[config.mk]
export PLATFORM = sky130hd
export DESIGN_NAME = control_sequencer
export DESIGN_NICKNAME = d
export VERILOG_FILES = /design/src/rtl/control_sequencer.sv
export SDC_FILE = /design/constraint.sdc
export NUM_CORES = 1
export LEC_CHECK = 0
export CORE_AREA = 8 8 45 47
export DETAILED_ROUTE_END_ITERATION = 12
export DIE_AREA = 0 0 53 55
export DONT_BUFFER_PORTS = 1
export PLACE_DENSITY = 0.58
export SYNTH_ARGS = -nofsm -noshare
export SYNTH_HDL_FRONTEND = slang
export SYNTH_SLANG_ARGS = --single-unit
[constraint.sdc]
create_clock -name clock -period 1.4 [get_ports clock]
set_input_delay 0.28 -clock clock [delete_from_list [all_inputs] [get_ports clock]]
set_output_delay 0.28 -clock clock [all_outputs]
set_load 0.005 [all_outputs]
[src/rtl/control_sequencer.sv]
// Hardwired T0-T5 control unit: fetch/decode/execute/writeback strobes, Moore on state and IR.
// One state per cycle while run_en is high; run_en low freezes state and zeroes every strobe.
module control_sequencer #(
    parameter int OPC_LSB = 27,
    parameter int OPW     = 5
) (
    input  logic        clock,
    input  logic        clear,
    input  logic        run_en,
    input  logic [31:0] IR,
    output logic        PCout,
    output logic        PCin,
    output logic        IncPC,
    output logic        MARin,
    output logic        MDRin,
    output logic        MDRout,
    output logic        MDMuxread,
    output logic        RAMread,
    output logic        IRin,
    output logic        Yin,
    output logic        Zlowin,
    output logic        Zlowout,
    output logic        CSEout,
    output logic        Gra,
    output logic        Grb,
    output logic        Grc,
    output logic        Rin,
    output logic        Rout,
    output logic        BAout,
    output logic        ADD,
    output logic        SUB,
    output logic        AND,
    output logic        OR,
    output logic        SHR,
    output logic        SHRA,
    output logic        SHL,
    output logic        ROR,
    output logic        ROL,
    output logic        run,
    output logic        illegal_op,
    output logic [2:0]  tstate
);

    typedef enum logic [2:0] {
        S_RST  = 3'd0,
        S_T0   = 3'd1,
        S_T1   = 3'd2,
        S_T2   = 3'd3,
        S_T3   = 3'd4,
        S_T4   = 3'd5,
        S_T5   = 3'd6,
        S_HALT = 3'd7
    } state_t;

    localparam logic [OPW-1:0] OP_LDI  = 5'b00001;
    localparam logic [OPW-1:0] OP_ADD  = 5'b00011;
    localparam logic [OPW-1:0] OP_SUB  = 5'b00100;
    localparam logic [OPW-1:0] OP_AND  = 5'b00101;
    localparam logic [OPW-1:0] OP_OR   = 5'b00110;
    localparam logic [OPW-1:0] OP_ROR  = 5'b00111;
    localparam logic [OPW-1:0] OP_ROL  = 5'b01000;
    localparam logic [OPW-1:0] OP_SHR  = 5'b01001;
    localparam logic [OPW-1:0] OP_SHRA = 5'b01010;
    localparam logic [OPW-1:0] OP_SHL  = 5'b01011;
    localparam logic [OPW-1:0] OP_ADDI = 5'b01100;
    localparam logic [OPW-1:0] OP_ANDI = 5'b01101;
    localparam logic [OPW-1:0] OP_ORI  = 5'b01110;
    localparam logic [OPW-1:0] OP_NOP  = 5'b11010;
    localparam logic [OPW-1:0] OP_HALT = 5'b11011;

    state_t         state_q, state_d;
    logic [OPW-1:0] opcode;
    logic           is_alu_r, is_alu_i, is_ldi, is_halt;
    logic [8:0]     alu_sel;   // {ADD,SUB,AND,OR,SHR,SHRA,SHL,ROR,ROL}
    logic           unused_ir;

    assign opcode    = IR[OPC_LSB+OPW-1:OPC_LSB];
    assign unused_ir = ^IR;

    always_comb begin
        is_alu_r = 1'b0;
        is_alu_i = 1'b0;
        is_ldi   = 1'b0;
        is_halt  = 1'b0;
        alu_sel  = 9'd0;
        case (opcode)
            OP_ADD:  begin is_alu_r = 1'b1; alu_sel = 9'b100000000; end
            OP_SUB:  begin is_alu_r = 1'b1; alu_sel = 9'b010000000; end
            OP_AND:  begin is_alu_r = 1'b1; alu_sel = 9'b001000000; end
            OP_OR:   begin is_alu_r = 1'b1; alu_sel = 9'b000100000; end
            OP_SHR:  begin is_alu_r = 1'b1; alu_sel = 9'b000010000; end
            OP_SHRA: begin is_alu_r = 1'b1; alu_sel = 9'b000001000; end
            OP_SHL:  begin is_alu_r = 1'b1; alu_sel = 9'b000000100; end
            OP_ROR:  begin is_alu_r = 1'b1; alu_sel = 9'b000000010; end
            OP_ROL:  begin is_alu_r = 1'b1; alu_sel = 9'b000000001; end
            OP_ADDI: begin is_alu_i = 1'b1; alu_sel = 9'b100000000; end
            OP_ANDI: begin is_alu_i = 1'b1; alu_sel = 9'b001000000; end
            OP_ORI:  begin is_alu_i = 1'b1; alu_sel = 9'b000100000; end
            OP_LDI:  begin is_ldi   = 1'b1; alu_sel = 9'b100000000; end
            OP_HALT: is_halt = 1'b1;
            OP_NOP:  ;
            default: ;
        endcase
    end

    always_comb begin
        state_d = state_q;
        if (run_en) begin
            case (state_q)
                S_RST:  state_d = S_T0;
                S_T0:   state_d = S_T1;
                S_T1:   state_d = S_T2;
                S_T2:   state_d = S_T3;
                S_T3: begin
                    if (is_alu_r || is_alu_i || is_ldi) state_d = S_T4;
                    else if (is_halt)                   state_d = S_HALT;
                    else                                state_d = S_T0;
                end
                S_T4:   state_d = S_T5;
                S_T5:   state_d = S_T0;
                S_HALT: state_d = S_HALT;
                default: state_d = S_RST;
            endcase
        end
    end

    always_ff @(posedge clock or posedge clear) begin
        if (clear) state_q <= S_RST;
        else       state_q <= state_d;
    end

    assign run    = (state_q != S_RST) && (state_q != S_HALT);
    assign tstate = state_q;

    // Strobes decode straight from the state register so a clear kills them in the same cycle.
    always_comb begin
        {PCout, PCin, IncPC, MARin, MDRin, MDRout, MDMuxread, RAMread, IRin} = 9'd0;
        {Yin, Zlowin, Zlowout, CSEout, Gra, Grb, Grc, Rin, Rout, BAout}     = 10'd0;
        {ADD, SUB, AND, OR, SHR, SHRA, SHL, ROR, ROL}                       = 9'd0;
        illegal_op = 1'b0;
        if (run_en) begin
            case (state_q)
                S_T0: begin PCout = 1'b1; MARin = 1'b1; IncPC = 1'b1; Zlowin = 1'b1; end
                S_T1: begin
                    Zlowout = 1'b1; PCin = 1'b1; MDMuxread = 1'b1;
                    RAMread = 1'b1; MDRin = 1'b1;
                end
                S_T2: begin MDRout = 1'b1; IRin = 1'b1; end
                S_T3: begin
                    if (is_alu_r || is_alu_i) begin
                        Grb = 1'b1; Rout = 1'b1; Yin = 1'b1;
                    end else if (is_ldi) begin
                        Grb = 1'b1; BAout = 1'b1; Yin = 1'b1;
                    end else if (!is_halt && opcode != OP_NOP) begin
                        illegal_op = 1'b1;
                    end
                end
                S_T4: begin
                    if (is_alu_r) begin
                        Grc = 1'b1; Rout = 1'b1;
                    end else begin
                        CSEout = 1'b1;
                    end
                    Zlowin = 1'b1;
                    {ADD, SUB, AND, OR, SHR, SHRA, SHL, ROR, ROL} = alu_sel;
                end
                S_T5: begin Zlowout = 1'b1; Gra = 1'b1; Rin = 1'b1; end
                default: ;
            endcase
        end
    end

endmodule

## Word-level counts from Yosys, hierarchy flattened

Index checks and enable logic that the tools add are counted.

- Multiplexer cells: 59
- Multipliers: 0
- Add/sub/neg operators: 0
- Reductions and logical operators: 15
- Bitwise operators: 0
- Eq/ne operators: 23
- Div/mod/pow operators: 0
- Magnitude comparators: 0
- Shifts and indexed selects: 0

Operators by type and width:

| cell | number |
|---|---|
| $pmux W9 S9 | 1 |
| $mux W1 | 54 |
| $eq A5 B4 Y1 const B | 7 |
| $pmux W3 S7 | 1 |
| $eq A5 B3 Y1 const B | 4 |
| $eq A3 B3 Y1 const B | 4 |
| $reduce_or A2 Y1 | 5 |
| $reduce_or A9 Y1 | 1 |
| $eq A3 B2 Y1 const B | 2 |
| $mux W3 | 2 |
| $reduce_or A3 Y1 | 2 |
| $eq A5 B1 Y1 const B | 1 |
| $eq A5 B2 Y1 const B | 1 |
| $eq A5 B5 Y1 const B | 1 |
| $ne A5 B5 Y1 const B | 1 |
| $eq A3 B1 Y1 const B | 1 |
| $logic_not A3 Y1 | 1 |
| $ne A3 B3 Y1 const B | 1 |
| $reduce_bool A3 Y1 | 1 |
| $logic_and A1 B1 Y1 | 2 |
| $logic_or A1 B1 Y1 | 2 |
| $pmux W1 S2 | 1 |
| $logic_not A1 Y1 | 1 |

- Register bits after elaboration: 3
- Input port bits: 35
- RAM bits: 0
- Memories kept: 0
- Bits in read-only memories: 0
- Latch bits: 0
- Output and inout port bits: 33

## Longest topological paths before layout

- Word-level depth: 9
- Mapped depth: 4

## Worst setup path before layout

No wires, ideal clock.

- Path type: reg-to-output
- From: reg state_q[0] (netlist: tstate[0])
- To: out Yin
- Setup slack: -0.280 ns
- Buffers on the path: 1
- Arrival: 1.400 ns
- Stages on the path, launching flop included: 5
- Data required time: 1.120 ns
- Cells stage by stage: dfrtp_1 > and2b_2 > nand2_1 > nor4b_1 > buf_4

- Word-level cells in the longest chain between the ends: 3

RTL lines:

| element | RTL line | source |
|---|---|---|
| from (decl) | 71 | `state_t state_q, state_d;` |
| from (signal assigned) | 129 | `else state_q <= state_d;` |
| $eq A3 B3 Y1 | n/a |  |
| $mux W1 (2 in series) | n/a |  |
| to (decl) | 20 | `output logic Yin,` |

No other way between the ends.

## Worst setup path in the final report

- From: reg state_q[1] (netlist: tstate[1])
- To: out ROL

- Word-level cells in the longest chain between the ends: 3

RTL lines:

| element | RTL line | source |
|---|---|---|
| $eq A3 B3 Y1 | 142 | `case (state_q)` |
| $mux W1 | 142 |  |
| $mux W1 | 141 | `if (run_en) begin` |
| to (decl) | 38 | `output logic ROL,` |

No other way between the ends.

==> impl_metrics.yaml <==
sta:
  finClkSkew_ns: 0.00135
  holdWs_ns: 0.194
  max_freq_mhz: 598
  min_period_ns: 1.67
  setup_viol: 29
  fin_ws_ns: -0.271
  timing.setup.tns_ns: -3.87
  tightest_slew_ns: 0.318
  timing.final.crit_share_pct: 119
  rsz0062_at_grt: "yes"
  slew_viol_final: 0
  max_slew_margin_pct: 78.6
  hold_violations: 0
cts:
  clkTransAtPathRegs_ns: 0.04
  cts_max_path_buffers: 2
  clockRootBuffer: "clkbuf_4"
  cts_tree: "built"
  htree_levels: 1
  cts_sinks: 3
  cts_made_buffers: 3
  worstSkewPairLatency_ns: 0.23
pwr:
  ir_drop_mv: 0.790
  power_density_mw_per_mm2: 1360
  p_leak_uw: 0.000362
critical_path:
  required_ns: 1.12
  crit_type: "flip-flop to output pin"
  r2r_start: "tstate[2]"
  crit_start: "tstate[1]"
  reg2reg_depth: 5
  crit_fanout: 5
  reg2reg_slack_ns: 0.18
  end_kind: "output pin"
  start_kind: "flip-flop"
  reg2reg_to: "tstate[2]"
  cp.arrival_ns: 1.39
final_layout:
  syn2layout_area_growth_pct: 37.7
  layout_common_cells: "13 x buf_4, 7 x nor2_1, 5 x and3_1"
  multi_input_area_um2: 524
  fin_util_pct: 57.5
  layout_commonest_cell: "buf_4"
  nets: 124
  layout-drive-gt1-share_pct: 48.9
  stdcell_count: 104
  fillerInstances: 121
  seq_area_um2: 76.3
  diodes: 0
  largest_register_ffs: 3
hold_path:
  hp-class: "input port to flip-flop"
  whs_path_depth: 2
  hold_end: "tstate[0]"
  hold_start: "run_en"
grt:
  grt-ovfl-total: 0
  grt_max_degree: 16
  grt_pass1_vias: 508
  grt_pass1_wl_um: 2330
  track_usage_pct: 10.1
  grt_antenna_before_repair: 0
yosys:
  yosysWarnings: 0
  synth_top_area_share_pct: 13.0
  synth.area.top_cells: "dfrtp_1 13%, buf_4 10%, nor3_1 6.9%, and3_1 6.5%, nor2_1 5.2%"
  async_flop_share_pct: 100
  synth.distinct_cells: 32
  syn-num-nets: 117
  synth-edff-count: 0
  ys_ff_latch: 3
  yosysSeqAreaShare_pct: 13.0
  synthCells: 82
  yosysTopAreaCell: "dfrtp_1"
  synth.avg_cell_area_um2: 7.05
  synth_ff_type: "dfrtp_1"
  synth_area_um2: 578
die:
  initial_utilization_pct: 41.8
  die_x_um: 53
  ios: 68
  die_y_um: 55
  core_area_mm2: 0.00138
  die_area_mm2: 0.00292
  fp-row-count: 14
status:
  status: "finished, violations left"
  violations: "negative setup slack"
drt:
  postRouteAntennaNets: 0
  vias: 582
  via_per_inst: 5.60
  wl_um: 1550
  drt_first_pass_iters: 4
  drc: 0
  drt-initial-drc-count: 22
  wl_per_cell_um: 14.9
place:
  place_inst: 95
  io_buffers: 0
  routabilityCongestion: 0.683
  pre_cts_ws_ns: -0.0288
  hpwl_um: 1140
flow_run:
  cap_violations: 0
## where the power goes
part,internal [uW],switching [uW],total [uW]
sequential,132,41.8,173
clock,107,40.3,147
combinational,388,372,760
## worst max-delay path by stage
stage,end,slack [ns],depth (start not counted)
after global routing,Grc,-0.33,3
after CTS,ROL,-0.28,3
after detailed placement,ROL,-0.03,3
final,ROL,-0.27,3
after global placement,ROL,-0.03,3
after floorplan,Yin,-0.05,4
## Yosys cell counts (2+ instances only)
master and instances:
nor2b_1 4, buf_4 8, nor3b_2 2, nor4b_1 2
nand2b_1 2, dfrtp_1 3, clkbuf_1 6, a21oi_1 5
nor3_1 8, inv_1 2, nand2_1 6, nor2_1 8
and3_1 6, a211oi_1 2
## cell type report
class                      count  share of cell area (%)
sequential                     3                    9.59
multi-input combinational     62                    65.9
clock buffer                   4                    3.30
timing repair buffer          17                    17.8
tap                           16                    2.52
inverter                       2                   0.943
## stage by stage
| step | power [uW] | instance area [um2] |
|---|---|---|
| finish | 1080 | 796 |
| CTS | 998 | 724 |
| global placement | 782 | 634 |
| global route | 1190 | 796 |
| floorplan | 617 | 613 |
| detailed placement | 786 | 634 |
## worst max-delay path: stages, from the launching register on
cell and delay [ns]:
dfrtp_1 0.38, nand4b_4 0.22, or3_4 0.38, nor3b_4 0.19
## per-layer routing
metal | wire length, um | GRT usage, % | vias to the layer above | share of wire, %
li1 | - | - | 297 | -
met1 | 650 | 12.3 | 268 | 42
met2 | 747 | 16.0 | 17 | 48
met3 | 155 | 3.48 | 0 | 10
met4 | 0 | 3.88 | 0 | 0
met5 | 0 | 0 | - | 0
## logic make-up after synthesis
| family | share of synthesized area [%] |
|---|---|
| simple gates | 53.2 |
| flops | 13.0 |
| compound gates | 15.6 |
| mux | 1.73 |
| buf+inv | 16.5 |
## timing repair
action                                  in CTS  in global routing
gates resized for setup                     13                  8
setup buffers                                1                  4
pin swaps                                    5                  8
hold buffers                                 1                  0
cloned                                       0                  0
endpoints found under the setup margin      29                 29
hold endpoints to repair                     3                  0
Power figures use the tool's default switching activity.
==> RTL change 1: new RTL, same flow settings <==
Register the input `run_en` before use. The logic sees it one clock later. The other inputs are not delayed to match. Comments in the files are not updated.
--- a/src/rtl/control_sequencer.sv
+++ b/src/rtl/control_sequencer.sv
@@ -70,2 +70,8 @@
 
+    logic run_en_q;
+
+    always_ff @(posedge clock) begin
+        run_en_q <= run_en;
+    end
+
     state_t         state_q, state_d;
@@ -107,3 +113,3 @@
         state_d = state_q;
-        if (run_en) begin
+        if (run_en_q) begin
             case (state_q)
@@ -140,3 +146,3 @@
         illegal_op = 1'b0;
-        if (run_en) begin
+        if (run_en_q) begin
             case (state_q)
Formal check against the unedited RTL: not equivalent (a bounded check fails within 4 cycles, from zero or initial values).
==> RTL change 1 against the unedited design <==
- the run still ends with setup timing left
- wire length grew 36%
- fmax grew 1.6%
- setup slack gained 0.027 ns
- sequential cell count grew 1
- power grew 45%
- clock skew grew 0.0069 ns
- synthesized cell count grew 4.9%
- combinational power grew 54%
- first-iteration DRC count shrank 59%
- design area grew 18%
- register-to-register slack lost 0.14 ns
- area after synthesis shrank 1.1%
- die area is the same
- largest cell class unchanged
- highest routed layer is now met4
==> RTL change 1: results <==
metrics = {
    "outcome": {
        "status": "finished with violations",
        "violations": "setup timing",
    },
    "yosys": {
        "synth_nets": 121,
        "syn_avg_cell_area_um2": 6.65,
        "yosys-top-cells-count": "nor2_1, buf_4, nand2_1",
        "ys_types": 31,
        "async_flop_share": 0.750,
        "synth_area_leaders": "dfrtp_1, buf_4, nor2_1, nor2b_1, nand2_1",
        "seq_area_frac_synth": 0.166,
    },
    "final_layout": {
        "num_antenna_cells": 0,
        "final-nonclk-buf-share": 0.186,
        "clk_share": 0.0280,
        "layout-drive-gt1-share": 0.602,
        "inv_count": 2,
        "n_fill_cell": 108,
        "nFlopsAndLatches": 4,
        "multi_input_area_um2": 612,
        "regArea_um2": 98.8,
        "largest_reg_flops": 3,
        "nets": 129,
        "num-multi-input-gates": 64,
        "clkbuf_count": 4,
        "num-nonclk-buffers": 19,
    },
    "detailed_routing": {
        "dr.pass1.iters": 4,
        "top_layer": "met4",
        "ant_nets": 0,
        "wl_per_cell_um": 19.3,
        "drt_wl_total_um": 2110,
        "wl_met3_um": 215,
        "wl_met2_um": 1100,
        "via_count": 652,
        "wl_met1_um": 774,
        "drt_iter0_drc": 9,
    },
    "power": {
        "p_leak_nw": 0.370,
        "ir_drop_mv": 1.21,
        "swShare": 0.437,
    },
    "worst_setup_path": {
        "path_max_fanout": 4,
        "crit_arrival_ns": 1.36,
        "max_stage_delay_ns": 0.41,
        "cp_slowest_cell": "or3_4",
    },
    "sta": {
        "final.setup.worst_slack_ns": -0.244,
        "fin_skew_ns": 0.00824,
        "setup-violations-final": 27,
        "worst_slew_pin_slew_ns": 0.396,
    },
    "global_routing": {
        "grt_util_all_layers": 0.131,
        "use_met3": 0.0588,
        "gr-usage-met2": 0.223,
        "grt_pass1_vias": 633,
        "grt_max_degree": 13,
        "grt_first_pass_wirelength_um": 2920,
        "antenna_found_initial": 0,
        "use_met1": 0.132,
    },
    "clock_network": {
        "root_buffer": "clkbuf_4",
        "clock_latency_ns": 0.24,
        "post_cts_buffers": 2,
        "ctsResizeCount": 40,
    },
    "placed_design": {
        "place_congestion": 0.806,
        "hpwlAfterDp_um": 1290,
        "dp_cells": 97,
    },
    "hold_path": {
        "min_path_type": "input pin to flop",
    },
}
==> RTL change 1: cell count changes after synthesis, sizes merged, moves of 2 or more <==
cell,change
nand3b,+2
nor3b,-2
nor4b,-2
and3,-3
clkbuf,-3
buf,+4
nor3,-2
nor2,+7
o21ai,+2
==> RTL change 1: worst paths after layout <==
kind | startpoint | endpoint | slack (ns) | cells after the start
min in group asynchronous | clear | tstate[0] | 0.35 | 2
worst max-delay path | tstate[1] | SUB | -0.24 | 3
worst min-delay path | run_en | run_en_q | 0.08 | 0
worst max register to register | tstate[2] | tstate[2] | 0.04 | 6
worst min register to register | run_en_q | tstate[0] | 0.67 | 3
max in group asynchronous | clear | tstate[2] | 0.91 | 2
==> RTL change 1: metrics by stage <==
stage | setup slack, ns | TNS [ns] | util | instance area (um^2)
after floorplan | -0.0121 | -0.0188 | - | 582
after global placement | -0.0156 | -0.0189 | 0.421 | 583
after detailed placement | -0.0193 | -0.0568 | 0.421 | 583
after CTS | -0.229 | -3.10 | 0.575 | 796
after global routing | -0.304 | -5.68 | 0.679 | 940
final | -0.244 | -4.07 | 0.679 | 940
==> RTL change 1: power by group through the flow <==
stage | clock network, mW | logic [mW] | registers [mW]
detailed placement | 0 | 0.600 | 0.222
finish | 0.155 | 1.17 | 0.251
floorplan | 0 | 0.466 | 0.207
global placement | 0 | 0.594 | 0.217
CTS | 0.162 | 0.836 | 0.241
global route | 0.171 | 1.24 | 0.254
==> RTL change 1: worst max-delay path, delay by kind of cell (launching register included) <==
| kind | cells | cell delay (ns) |
|---|---|---|
| AND/OR/NAND/NOR | 3 | 0.74 |
| flip-flops | 1 | 0.40 |
==> RTL change 1: cell families after synthesis <==
family | share of synthesized area
buffers and inverters | 0.186
flip-flops | 0.166
AND/OR/NAND/NOR | 0.501
AO/OA/AOI/OAI | 0.147
==> RTL change 2: new RTL, same settings <==
Made on the original files. Register the output `PCin`, without a reset; this adds one clock of latency there. The other outputs are not delayed to match.
--- a/src/rtl/control_sequencer.sv
+++ b/src/rtl/control_sequencer.sv
@@ -70,2 +70,4 @@
 
+    logic PCin_d;
+
     state_t         state_q, state_d;
@@ -136,3 +138,3 @@
     always_comb begin
-        {PCout, PCin, IncPC, MARin, MDRin, MDRout, MDMuxread, RAMread, IRin} = 9'd0;
+        {PCout, PCin_d, IncPC, MARin, MDRin, MDRout, MDMuxread, RAMread, IRin} = 9'd0;
         {Yin, Zlowin, Zlowout, CSEout, Gra, Grb, Grc, Rin, Rout, BAout}     = 10'd0;
@@ -144,3 +146,3 @@
                 S_T1: begin
-                    Zlowout = 1'b1; PCin = 1'b1; MDMuxread = 1'b1;
+                    Zlowout = 1'b1; PCin_d = 1'b1; MDMuxread = 1'b1;
                     RAMread = 1'b1; MDRin = 1'b1;
@@ -172,2 +174,6 @@
 
+    always_ff @(posedge clock) begin
+        PCin <= PCin_d;
+    end
+
 endmodule
Function: changed (a bounded check fails within 4 cycles, from zero or initial values).
==> RTL change 2 against the unedited design <==
- area after synthesis grew 5.0%
- setup slack lost 0.071 ns
- power grew 15%
- synthesized cell count grew 8.5%
- the run still ends with setup timing left
- sequential power grew 12%
- sequential cell count grew 1
- wire length grew 26%
- die area is the same
- register-to-register slack lost 0.09 ns
- global-route usage grew 2.8 points
- clock skew grew 0.012 ns
- design area grew 14%
- combinational power grew 17%
==> RTL change 2: results <==
metrics = {
    "detailed_routing": {
        "wl_met2_um": 1100,
        "wl_per_cell_um": 17.2,
        "wl_met1_um": 712,
        "wl_met3_um": 130,
        "drt_iter0_drc": 6,
        "via_per_inst": 5.58,
        "top_layer": "met4",
    },
    "clock_network": {
        "post_cts_buffers": 2,
        "ctsResizeCount": 30,
    },
    "power": {
        "powerDensity_nw_per_um2": 1370,
        "p_leak_nw": 0.362,
        "ir_drop_mv": 0.995,
        "p_comb_uw": 889,
    },
    "final_layout": {
        "num-nonclk-buffers": 19,
        "regArea_um2": 96.3,
        "nets": 134,
        "inv_count": 3,
        "multi_input_area_share": 0.641,
        "layout-drive-gt1-share": 0.531,
        "clk_share": 0.0290,
        "final-nonclk-buf-share": 0.189,
        "n_fill_cell": 131,
        "final_cells": 114,
        "seq_share": 0.106,
    },
    "worst_setup_path": {
        "cp_slowest_cell": "dfrtp_2",
        "rr_startpoint": "tstate[0]",
        "r2r_end": "PCin",
        "r2r_slack_ns": 0.09,
        "crit_arrival_ns": 1.46,
        "max_stage_delay_ns": 0.40,
        "path_max_fanout": 3,
    },
    "placed_design": {
        "place_congestion": 0.747,
        "hpwlAfterDp_um": 1380,
        "dp_slack_ns": -0.117,
        "place_area_um2": 646,
    },
    "sta": {
        "setup-violations-final": 26,
        "fin_skew_ns": 0.0134,
        "fin_hold_ws_ns": 0.178,
        "maxSlewHeadroom": 0.775,
        "final.setup.worst_slack_ns": -0.342,
    },
    "yosys": {
        "async_flop_share": 0.750,
        "synth-xor-area-share": 0,
        "synth_compound_area_frac": 0.144,
        "synth_nets": 124,
        "seq_area_frac_synth": 0.157,
        "ys_seq_elements": 4,
        "ys_types": 30,
        "syn_avg_cell_area_um2": 6.82,
        "synth_area_leaders": "dfrtp_1, nor2_1, buf_4, nand2_1, a21oi_1",
    },
    "outcome": {
        "status": "finished with violations",
        "violations": "setup timing",
    },
    "global_routing": {
        "grt_first_pass_wirelength_um": 2860,
        "grt_max_degree": 12,
        "grt_pass1_vias": 631,
        "grt_util_all_layers": 0.129,
    },
}
RTL change 2: cell types whose count changed in the layout (fill, tap and decap cells not counted), moves of 2 or more:
| cell | delta |
|---|---|
| nor2b_1 | +2 |
| a21oi_1 | +3 |
| nand2_1 | +6 |
| buf_6 | +4 |
| nor3_2 | -3 |
| nor2_4 | +9 |
| nor2b_4 | -2 |
| or2_4 | +2 |
| and3_1 | -4 |
| nand2b_4 | +2 |
| nor3b_4 | -2 |
| buf_4 | -2 |
RTL change 2: how the worst max path moves through the flow:
stage | start | end | slack (ns) | depth (start not counted)
final | tstate[0] | Yin | -0.34 | 3
after global placement | tstate[0] | Grb | -0.10 | 3
after floorplan | tstate[0] | Yin | -0.26 | 4
after CTS | tstate[0] | Grb | -0.38 | 3
after global routing | tstate[1] | Grb | -0.43 | 3
after detailed placement | tstate[0] | Grb | -0.12 | 3
RTL change 2: metal layers:
layer	GRT usage	vias up
li1	-	312
met1	0.126	298
met2	0.248	24
met3	0.0374	2
met4	0.0517	0
met5	0	-
